**config.mk**
```make
export PLATFORM = sky130hd
export DESIGN_NAME = rvfi_trace_monitor
export DESIGN_NICKNAME = d
export VERILOG_FILES = /design/src/rtl/rvfi_trace_monitor.sv
export SDC_FILE = /design/constraint.sdc
export NUM_CORES = 1
export LEC_CHECK = 0
export ABC_AREA = 1
export CORE_UTILIZATION = 50
export CTS_BUF_LIST = sky130_fd_sc_hd__clkbuf_16
export DETAILED_ROUTE_END_ITERATION = 6
export PLACE_DENSITY = 0.71
export SETUP_SLACK_MARGIN = 0.15
export SKIP_CTS_REPAIR_TIMING = 1
export SLEW_MARGIN = 10
export SYNTH_ARGS = -nofsm -noshare
export SYNTH_HDL_FRONTEND = slang
export SYNTH_SLANG_ARGS = --single-unit
```
**constraint.sdc**
```tcl
create_clock -name clock -period 9.58 [get_ports clock]
set_input_delay 1.916 -clock clock [delete_from_list [all_inputs] [get_ports clock]]
set_output_delay 1.916 -clock clock [all_outputs]
set_load 0.02 [all_outputs]
```
**src/rtl/rvfi_trace_monitor.sv**
```systemverilog
// rtl/rvfi_trace_monitor.sv - RVFI retire checker with sticky error flags and trace record FIFO
module rvfi_trace_monitor #(
  parameter int XLEN          = 32,
  parameter int ILEN          = 32,
  parameter int FIFO_DEPTH    = 8,
  parameter int STOP_ON_ERROR = 1
) (
  input  logic                     clock,
  input  logic                     reset,
  input  logic                     rvfi_valid,
  input  logic [63:0]              rvfi_order,
  input  logic [ILEN-1:0]          rvfi_insn,
  input  logic                     rvfi_trap,
  input  logic                     rvfi_halt,
  input  logic [4:0]               rvfi_rd_addr,
  input  logic [XLEN-1:0]          rvfi_rd_wdata,
  input  logic [XLEN-1:0]          rvfi_pc_rdata,
  input  logic [XLEN-1:0]          rvfi_pc_wdata,
  input  logic [XLEN/8-1:0]        rvfi_mem_rmask,
  input  logic [XLEN/8-1:0]        rvfi_mem_wmask,
  output logic                     trace_valid,
  input  logic                     trace_ready,
  output logic [2*XLEN+ILEN+4:0]   trace_data,
  output logic [5:0]               err_flags,
  output logic [63:0]              err_order,
  output logic                     halted,
  output logic [15:0]              dropped
);

  localparam int RW = 2*XLEN + ILEN + 5;
  localparam int AW = $clog2(FIFO_DEPTH);
  localparam int PW = AW + 1;

  typedef enum logic [1:0] {WAIT_FIRST, RUN, HALTED, STOPPED} state_t;

  state_t          state, state_next;
  logic [63:0]     exp_order;
  logic [XLEN-1:0] exp_pc;
  logic [5:0]      err_now;
  logic            stop_now;

  logic [RW-1:0]   mem [FIFO_DEPTH];
  logic [PW-1:0]   wr_ptr, rd_ptr, wr_next, rd_next;
  logic [RW-1:0]   push_data, head_next;
  logic            push_req, wr_en, pop, full, drop;

  // Per-retire consistency checks against the expected order/PC chain
  always_comb begin
    err_now = '0;
    if (rvfi_valid) begin
      err_now[0] = (rvfi_order != exp_order);
      err_now[1] = (state == RUN) && (rvfi_pc_rdata != exp_pc);
      err_now[2] = (rvfi_rd_addr == 5'd0) && (rvfi_rd_wdata != '0);
      err_now[3] = (state == HALTED);
      err_now[4] = (|rvfi_mem_rmask) && (|rvfi_mem_wmask);
      err_now[5] = rvfi_trap;
    end
  end

  assign stop_now = (STOP_ON_ERROR != 0) && (|err_now);

  // Next-state: errors win over halt; HALTED and STOPPED only leave on reset
  always_comb begin
    state_next = state;
    case (state)
      WAIT_FIRST: if (rvfi_valid) state_next = stop_now ? STOPPED : RUN;
      RUN: begin
        if (rvfi_valid) begin
          if (stop_now)       state_next = STOPPED;
          else if (rvfi_halt) state_next = HALTED;
        end
      end
      default: state_next = state;
    endcase
  end

  // State, expected-order/PC tracking and sticky error capture
  always_ff @(posedge clock) begin
    if (!reset) begin
      state     <= WAIT_FIRST;
      exp_order <= '0;
      exp_pc    <= '0;
      err_flags <= '0;
      err_order <= '0;
    end else begin
      state <= state_next;
      if (rvfi_valid) begin
        exp_order <= rvfi_order + 64'd1;
        exp_pc    <= rvfi_pc_wdata;
      end
      err_flags <= err_flags | err_now;
      if ((err_flags == 6'd0) && (|err_now)) err_order <= rvfi_order;
    end
  end

  assign halted      = (state == HALTED);
  assign push_data   = {rvfi_pc_rdata, rvfi_insn, rvfi_rd_addr, rvfi_rd_wdata};
  assign push_req    = rvfi_valid && ((state == WAIT_FIRST) || (state == RUN));
  assign trace_valid = (rd_ptr != wr_ptr);
  assign pop         = trace_valid && trace_ready;
  assign full        = (wr_ptr[AW] != rd_ptr[AW]) && (wr_ptr[AW-1:0] == rd_ptr[AW-1:0]);
  assign wr_en       = push_req && (!full || pop);
  assign drop        = push_req && full && !pop;
  assign wr_next     = wr_ptr + PW'(wr_en);
  assign rd_next     = rd_ptr + PW'(pop);

  // Head after this edge: a push into an emptied FIFO becomes the head directly
  always_comb begin
    head_next = '0;
    if (rd_next == wr_next)            head_next = '0;
    else if (wr_en && rd_next == wr_ptr) head_next = push_data;
    else                               head_next = mem[rd_next[AW-1:0]];
  end

  // Record storage; contents are don't-care until pointed at, so no reset
  always_ff @(posedge clock) begin
    if (wr_en) mem[wr_ptr[AW-1:0]] <= push_data;
  end

  // FIFO pointers, registered head record and saturating drop counter
  always_ff @(posedge clock) begin
    if (!reset) begin
      wr_ptr     <= '0;
      rd_ptr     <= '0;
      trace_data <= '0;
      dropped    <= '0;
    end else begin
      wr_ptr     <= wr_next;
      rd_ptr     <= rd_next;
      trace_data <= head_next;
      if (drop && (dropped != 16'hFFFF)) dropped <= dropped + 16'd1;
    end
  end

endmodule

```
[After elaboration in Yosys (flattened, before gate mapping)]
Memory sizes are Yosys's and may differ from the RTL's.
Index checks and enable logic that the tools add are counted.
Word-level totals
  register bits: 293
  word-level logic and storage cells: 65
  memory bits (writable): 808
  bits of input ports: 211
  memories: 1
Cells by class
  bitwise logic cells: 2
  reductions and logical operators: 26
  eq/ne operators: 13
  muxes and demuxes: 10
  $add $sub $neg: 4
Memories
  mem: depth 8, width 101, rd ports 1, clocked after memory_dff 0, write ports 1, RTL line 42  | logic [RW-1:0] mem [FIFO_DEPTH];
Operator list (count)
  $mux W101: 1
  $add A64 B1 Y64 const B: 1
  $ne A64 B64 Y1: 1
  $ne A32 B32 Y1: 1
  $reduce_bool A32 Y1: 1
  $add A16 B1 Y16 const B: 1
  $ne A16 B16 Y1 const B: 1
  $logic_and A1 B1 Y1: 12
  $mux W2: 5
  $add A4 B1 Y4: 2
  $eq A4 B4 Y1: 2
  $reduce_or A4 Y1: 2
  $logic_not A6 Y1: 1
  $mux W6: 1
  $or A6 B6 Y6: 1
  $reduce_or A6 Y1: 1
  $logic_not A5 Y1: 1
  $ne A2 B2 Y1 const B: 2
  $ne A4 B4 Y1: 1
  $pmux W2 S2: 1
  $reduce_and A4 Y1: 1
  $eq A3 B3 Y1: 1
  $ne A3 B3 Y1 const B: 1
  $eq A2 B1 Y1 const B: 1
  other kinds (9): 12

[Logic depth before layout (Yosys ltp)]
Gate-level depths: netlist (run 1).
  word-level depth: 8
  mapped depth: 17
  mapped depth without buffers: 15

[Worst setup path before layout (run 1)]
OpenSTA, ideal clock, no wires.
  path kind: input to register
  start point: input rvfi_valid
  end point: memory mem[1][0] (netlist name), enable pin
  data arrival time: 6.651 ns
  slack: 2.368 ns
  stages on the path: 6
  library setup time: 0.562 ns
  path buffers: 0
  required time: 9.018 ns
  cells stage by stage: inv_2 -> nor2_1 -> inv_1 -> nor2_4 -> nand2_1 -> nor2_1
On the way
  cells in the longest elaborated chain, start to end: 4
Ends and longest elaborated chain
  start, declared: RTL line 10  | input logic rvfi_valid,
  $logic_and A1 B1 Y1: RTL line 98  | assign push_req = rvfi_valid && ((state == WAIT_FIRST) || (state == RUN));
  $logic_and A1 B1 Y1: RTL line 102  | assign wr_en = push_req && (!full || pop);
  $mux W1: RTL line 117  | if (wr_en) mem[wr_ptr[AW-1:0]] <= push_data;
  $mux W1 (implied by the code): RTL line 117
  end, declared: RTL line 42
Every way passes these cells.

[Worst setup path after layout (run 1)]
  start point: input trace_ready
  end point: register trace_data[48]
RTL lines
  start, declared: RTL line 22  | input logic trace_ready,
  $logic_and A1 B1 Y1 *: RTL line 100  | assign pop = trace_valid && trace_ready;
  $add A4 B1 Y4 *: RTL line 105  | assign rd_next = rd_ptr + PW'(pop);
  via rd_next[1]: RTL line 43  | logic [PW-1:0] wr_ptr, rd_ptr, wr_next, rd_next;
  parallel branches: the longest is 3 deep, another holds $mem_v2 Z8 W101
  end signal, assigned: RTL line 130  | trace_data <= head_next;
  end, declared: RTL line 23  | output logic [2*XLEN+ILEN+4:0] trace_data,
Mark *: on every way through the listed nets, which the timed path passes.
A chain may end at the register's enable or synchronous reset.

==> results of run 1 <==
## per-stage QoR
stage | cell area, um2 | std cells
2_1_floorplan | 46100 | 4385
3_3_place_gp | 50900 | 5745
3_5_place_dp | 50900 | 5745
4_1_cts | 54300 | 5951
5_1_grt | 54300 | 5957
6_report | 54300 | 5964
## critical path: stages
cell and delay [ns]:
sky130_fd_sc_hd__clkdlybuf4s50_1 0.43, sky130_fd_sc_hd__and2_1 0.20, sky130_fd_sc_hd__ha_4 0.17, sky130_fd_sc_hd__ha_4 0.46, sky130_fd_sc_hd__inv_4 0.56, sky130_fd_sc_hd__buf_4 0.88, sky130_fd_sc_hd__buf_4 0.73, sky130_fd_sc_hd__o21ai_0 0.20
sky130_fd_sc_hd__o22ai_1 0.19, sky130_fd_sc_hd__mux2_2 0.19, sky130_fd_sc_hd__nand2_1 0.05, sky130_fd_sc_hd__a21oi_1 0.20
## cell usage after synthesis (4+ instances only)
cell type | count | area [um2]
sky130_fd_sc_hd__nand4_1 | 40 | 250
sky130_fd_sc_hd__xor2_1 | 44 | 385
sky130_fd_sc_hd__nor3_2 | 4 | 40.0
sky130_fd_sc_hd__nand3_1 | 100 | 500
sky130_fd_sc_hd__xnor2_1 | 30 | 263
sky130_fd_sc_hd__nor2_1 | 697 | 2620
sky130_fd_sc_hd__buf_1 | 15 | 56.3
sky130_fd_sc_hd__nand3_2 | 48 | 480
sky130_fd_sc_hd__o22ai_1 | 202 | 1260
sky130_fd_sc_hd__dfxtp_1 | 293 | 5870
sky130_fd_sc_hd__a31oi_1 | 5 | 31.3
sky130_fd_sc_hd__o21ai_1 | 40 | 200
sky130_fd_sc_hd__nor3_1 | 43 | 215
sky130_fd_sc_hd__edfxtp_1 | 808 | 24300
sky130_fd_sc_hd__o21ai_0 | 486 | 2430
sky130_fd_sc_hd__buf_4 | 4 | 30.0
sky130_fd_sc_hd__mux2_2 | 101 | 1140
sky130_fd_sc_hd__ha_1 | 6 | 75.1
sky130_fd_sc_hd__a21oi_1 | 220 | 1100
sky130_fd_sc_hd__nand2_1 | 614 | 2300
sky130_fd_sc_hd__or2_2 | 4 | 25.0
sky130_fd_sc_hd__inv_1 | 246 | 923
sky130_fd_sc_hd__inv_2 | 46 | 173
sky130_fd_sc_hd__buf_2 | 61 | 305
sky130_fd_sc_hd__o211ai_1 | 26 | 195
sky130_fd_sc_hd__nor2_2 | 5 | 31.3
sky130_fd_sc_hd__clkbuf_1 | 159 | 597
sky130_fd_sc_hd__buf_6 | 12 | 135
## kinds of logic (layout without fill, tap and decap cells)
kind of cell	Yosys count	after routing
buffers and inverters	545	935
AO/OA/AOI/OAI	984	984
AND/OR/NAND/NOR	1573	1573
flip-flops	1101	1101
multiplexers	101	101
other	0	13
adder cells (fa/ha/maj)	6	6
XOR/XNOR	75	75
## cell type report
| cell class | count | area, um2 |
|---|---|---|
| repair buffers | 436 | 4290 |
| well taps | 1176 | 1470 |
| fillers | 7350 | 36400 |
| diodes | 13 | 32.5 |
| clock buffers | 111 | 2780 |
| multi-input cells | 2739 | 13900 |
| clock inverters | 95 | 617 |
| inverters | 293 | 1110 |
| flip-flops and latches | 1101 | 30100 |
## sequential cells by signal, summed over array words and instances, names as in the netlist, 4 cells and up
| register | count |
|---|---|
| trace_data | 101 |
| err_flags | 6 |
| err_order | 64 |
| exp_order | 64 |
| dropped | 16 |
| rd_ptr | 4 |
| wr_ptr | 4 |
| mem | 808 |
| exp_pc | 32 |
## metal layers
layer	global-route usage, %	up-vias
li1	-	15800
met1	35.7	16200
met2	44.9	1376
met3	6.05	263
met4	9.89	24
met5	0	-
## power breakdown
part,switching (mW),internal (mW)
logic,2.04,1.18
registers,0.151,5.41
clock network,1.80,2.23
total,4.00,8.82
## final timing paths
| kind | start | to | slack, ns | depth (start not counted) |
|---|---|---|---|---|
| worst min register to register | exp_pc[18] | exp_pc[18] | 0.48 | 2 |
| worst max-delay path | trace_ready | trace_data[48] | 3.80 | 12 |
| worst max register to register | wr_ptr[1] | trace_data[48] | 4.56 | 14 |
| worst min-delay path | exp_pc[18] | exp_pc[18] | 0.48 | 2 |
==> metrics.sh, run 1 <==
RUN_STATUS='finished, final reports clean'
MUXSHAREOFSYNTHAREA_PCT=2.47
FINAL_LAYOUT_SIZE_SUFFIX_GT1_SHARE_PCT=8.57
OVERFLOW=0
CLKSINKCOUNT=1101
NETLIST_AREA_UM2=46100
PORT_BUFFERS=399
WORST_EP_ARRIVAL_TIME_NS=6.38
CP_MAX_FO=90
FINALHOLDVIOLATIONS=0
POST_DRT_WL_PER_CELL_UM=21.7
WORST_HOLD_SLACK_NS=0.477
SYN_AREA_PER_CELL_UM2=10.5
GRT_ANTENNA_BEFORE_REPAIR=24
REMAINING_DRC_ERRORS=0
CLOCK_INSERTION_DELAY_WORST_SKEW_NS=0.71
PLACE.DETAILED.HPWL_UM=77700
DRV_CAP=0
POST_DRT_VIA_CELL_RATIO=5.66
PERIOD_UTILIZATION_PCT=60.3
YOSYSSEQAREASHARE_PCT=65.4
CRITICAL_PATH_CLASS='input port to flip-flop'
YOSYS_REGISTER_BITS=1101
VDD_IR_DROP_MAX_mV=0.234
AREA_GROWTH_FROM_SYNTHESIS_TO_FINAL_LAYOUT_PCT=17.8
GRT_START_MAX_NET_PINS=247
CLK_PIN_SLEW_NS=0.06
HOLD_PATH.CLASS='flip-flop to flip-flop'
CTS_TREE='done'
CTS_BUFFER_DEPTH=3
DRT_ITER0_MARKERS=3373
SYNTH-ADDER-AREA-SHARE_PCT=0.163
CTS_BUFFERS=109
FIN_WORST_SKEW_NS=0.0535
INITIAL_UTILIZATION_PCT=50.8
MAX_FREQ_MHz=173
FIRSTDRTPASSITERS=6
FINAL_ANTENNA_NET_COUNT=0
FIRST_PASS_GRT_WIRE_LENGTH_UM=195000
IOS=400
GRT_OVERALL_USAGE_PCT=27.4
MOST_FREQUENT_CELLS_IN_THE_LAYOUT='sky130_fd_sc_hd__edfxtp_1, sky130_fd_sc_hd__nor2_1, sky130_fd_sc_hd__nand2_1'
DIE_H_UM=306
RELSLEWSLACK_PCT=18.4
DP_SLACK_NS=3.23
POSTSYNTHCELLCOUNT=4385
CTS-ROOT-BUF='sky130_fd_sc_hd__clkbuf_16'
ROUTED-WL-MET2_UM=61500
ROWS=110
FINISH.NET_COUNT=4897
GRT_SETUP_UNREPAIRED='no'
FP.COREAREA_UM2=90700
LEAKAGE_nW=19.6
SYNTH-COMPOUND-AREA-SHARE_PCT=11.4
SETUP_TNS_NS=0
SYNTH_TOP_FAMILY_BY_AREA='simple AND/OR/NAND/NOR gates'
SYNTH_WARNINGS=0
VIAS=33700
WORST_SLACK_NS=3.80
VIAS_IN_THE_FIRST_GLOBAL_ROUTE=32400
MET1WIRELENGTH_UM=52200
SYNTH-SIMPLE-AREA-SHARE_PCT=14.3
GP_CONGESTION=0.960
FIN_UTIL_PCT=59.9
DESIGN.DIE.AREA_UM2=93400
CRITICAL_PATH.STARTPOINT_TYPE='input port'
SYNTH-XOR-AREA-SHARE_PCT=1.44
POWER-PER-CELL-AREA_nW_PER_UM2=236
SYNTH.LIB_CELLS_USED.DISTINCT=44
SYNTH_EDF_COUNT=808
FP.DIEW_UM=306
WORST_SLEW_PIN_SLEW_NS=1.22
FINALSETUPVIOLCOUNT=0
CP.REQUIRED_NS=10.18
MAXSLEWVIOLCOUNT=0
CTSHTREEMAXLEVEL=3
FIN_CRIT_NS=5.78
LEADING_CELL_TYPE_IN_THE_LAYOUT_FILL_AND_TAPS_EXCLUDED='sky130_fd_sc_hd__edfxtp_1'
WIRELENGTH_UM=129000
ASYNC_SR_FLOP_FRACTION_PCT=0
TOPROUTINGLAYERUSED='met5'
SYN-NUM-NETS=4602
SYNTH_TOP_FLOP_CELL='sky130_fd_sc_hd__edfxtp_1'
MET3_LENGTH_UM=11100
POWER_mW=12.8
TIMING.CRITICAL_PATH.TO_TYPE='flip-flop'
No activity file was read; power rests on OpenSTA's default activity.
==> run 2: changes to the inputs <==
==> constraint.sdc (replaced) <==
create_clock -name clock -period 5.4 [get_ports clock]
set_input_delay 1.08 -clock clock [delete_from_list [all_inputs] [get_ports clock]]
set_output_delay 1.08 -clock clock [all_outputs]
set_load 0.02 [all_outputs]
==> run 2 against run 1 <==
Against the previous run: total power up 80%; cell count about the same; die area unchanged; flip-flop and latch count unchanged; via count down 0.17%; combinational power up 80%; register-to-register slack worse by 2.9 ns; clock power up 83%; global-route usage up 0.086 points; non-clock buffer count up 8; worst hold slack worse by 0.0011 ns; routed wire length up 0.23%.
==> metrics.sh, run 2 (synthesis gave the netlist of run 1 again) <==
CLK_PIN_SLEW_NS=0.06
AREA_GROWTH_FROM_SYNTHESIS_TO_FINAL_LAYOUT_PCT=18.4
FINAL_ANTENNA_NET_COUNT=0
VIAS=33700
GRT_START_MAX_NET_PINS=211
CTS_TREE='done'
PLACE.DETAILED.HPWL_UM=77500
FIRST_PASS_GRT_WIRE_LENGTH_UM=196000
GRT_ANTENNA_BEFORE_REPAIR=24
REG2REG_START='rd_ptr[3]'
ROWS=110
FINALHOLDVIOLATIONS=0
MOST_FREQUENT_CELLS_IN_THE_LAYOUT='sky130_fd_sc_hd__edfxtp_1, sky130_fd_sc_hd__nor2_1, sky130_fd_sc_hd__nand2_1'
FP.DIEW_UM=306
SETUP_TNS_NS=0
POWER-PER-CELL-AREA_nW_PER_UM2=422
IOS=400
POST_DRT_VIA_CELL_RATIO=5.64
INSTANCES_NO_FILL=5969
CLOCK_INSERTION_DELAY_WORST_SKEW_NS=0.69
FILLERS=7365
CTSHTREEMAXLEVEL=3
FINAL_CELL_AREA_UM2=54600
WORST_SLACK_NS=1.59
MAX_FREQ_MHz=263
FIRSTDRTPASSITERS=6
LEAKAGE_nW=19.8
TIMING.CRITICAL_PATH.TO_TYPE='flip-flop'
CP_MAX_FO=58
DESTINATION_OF_THE_WORST_REGISTER_TO_REGISTER_TIMING_PATH='trace_data[31]'
PERIOD_UTILIZATION_PCT=70.5
VIAS_IN_THE_FIRST_GLOBAL_ROUTE=32300
CTS_BUFFERS=111
OVERFLOW=0
CRITICAL_PATH_CLASS='input port to flip-flop'
CP.REQUIRED_NS=6.02
WORST_EP_ARRIVAL_TIME_NS=4.43
GP_CONGESTION=0.953
DESIGN.DIE.AREA_UM2=93400
FINALSETUPVIOLCOUNT=0
DRV_CAP=0
PLACED_CELL_AREA_UM2=51000
RELSLEWSLACK_PCT=23.6
DP_SLACK_NS=1.00
FIN_CRIT_NS=3.81
HOLD_PATH.CLASS='flip-flop to flip-flop'
FIN_WORST_SKEW_NS=0.0425
WIRELENGTH_UM=130000
CLKSINKCOUNT=1101
GRT_OVERALL_USAGE_PCT=27.4
R2R_CELLS=12
INITIAL_UTILIZATION_PCT=50.8
DIE_H_UM=306
FF_TO_FF_SETUP_SLACK_NS=1.69
CTS-ROOT-BUF='sky130_fd_sc_hd__clkbuf_16'
FINAL_LAYOUT_SIZE_SUFFIX_GT1_SHARE_PCT=9.11
REMAINING_DRC_ERRORS=0
DRT_ITER0_MARKERS=2881
POST_DRT_WL_PER_CELL_UM=21.7
CRITICAL_PATH.STARTPOINT_TYPE='input port'
VDD_IR_DROP_MAX_mV=0.468
FP.COREAREA_UM2=90700
PLACED_CELLS=5753
LARGEST_REG_FLOPS=808
WORST_SLEW_PIN_SLEW_NS=1.14
MAXSLEWVIOLCOUNT=0
FINISH.NET_COUNT=4907
RUN_STATUS='finished, final reports clean'
LEADING_CELL_TYPE_IN_THE_LAYOUT_FILL_AND_TAPS_EXCLUDED='sky130_fd_sc_hd__edfxtp_1'
SETUP.WORST_PATH.START='rvfi_rd_wdata[31]'
CRIT_END='err_order[45]'
CTS_BUFFER_DEPTH=3
PORT_BUFFERS=399
GRT_SETUP_UNREPAIRED='no'
-- run 2: layout make-up --
class / instances / area, um2 / share of cell area, %
multi-input cells: 2739 / 13900 / 25.4
flip-flops and latches: 1101 / 30100 / 55.2
inverters: 293 / 1110 / 2.04
well taps: 1176 / 1470 / 2.70
diodes: 7 / 17.5 / 0.0321
clock buffers: 113 / 2830 / 5.18
clock inverters: 96 / 684 / 1.25
repair buffers: 444 / 4480 / 8.20
-- run 2: per-stage QoR --
step	hold WS, ns	power [mW]	util, %
finish	0.476	23.0	60.2
CTS	0.473	23.1	60.2
global placement	0.457	15.7	56.3
detailed placement	0.464	15.8	56.3
global route	0.491	24.1	60.2
floorplan	0.448	13.7	-
-- run 2: how the worst min path moves through the flow --
stage	startpoint	end	slack, ns	depth (start not counted)
after floorplan	exp_pc[0]	exp_pc[0]	0.45	2
after global placement	exp_pc[28]	exp_pc[28]	0.46	2
after detailed placement	exp_pc[1]	exp_pc[1]	0.46	2
after CTS	exp_pc[1]	exp_pc[1]	0.47	2
after global routing	exp_pc[19]	exp_pc[19]	0.49	2
final	exp_pc[17]	exp_pc[17]	0.48	2
-- run 2: per-layer routing --
metal	part of all wire (%)	track usage [%]
met1	40	35.3
met2	48	46.0
met3	8.4	5.80
met4	3.1	9.37
met5	0.17	0
-- run 2: worst max-delay path, stage by stage --
cell                              delay [ns]
sky130_fd_sc_hd__clkdlybuf4s50_1        0.57
sky130_fd_sc_hd__inv_1                  0.30
sky130_fd_sc_hd__nand3_1                0.12
sky130_fd_sc_hd__nor2_1                 0.18
sky130_fd_sc_hd__nand2_1                0.08
sky130_fd_sc_hd__o21ai_1                0.59
sky130_fd_sc_hd__nand2_1                0.13
sky130_fd_sc_hd__a21oi_2                0.24
sky130_fd_sc_hd__nand2_4                0.41
sky130_fd_sc_hd__buf_4                  0.38
sky130_fd_sc_hd__nand3_1                0.08
sky130_fd_sc_hd__nand2_1                0.07
sky130_fd_sc_hd__nor2_1                 0.13
-- run 2: report_power, final --
group | switching, mW | internal [mW] | total (mW)
Clock | 3.20 | 4.21 | 7.41
Sequential | 0.242 | 9.60 | 9.85
Combinational | 3.66 | 2.13 | 5.79
Total | 7.10 | 16.0 | 23.0
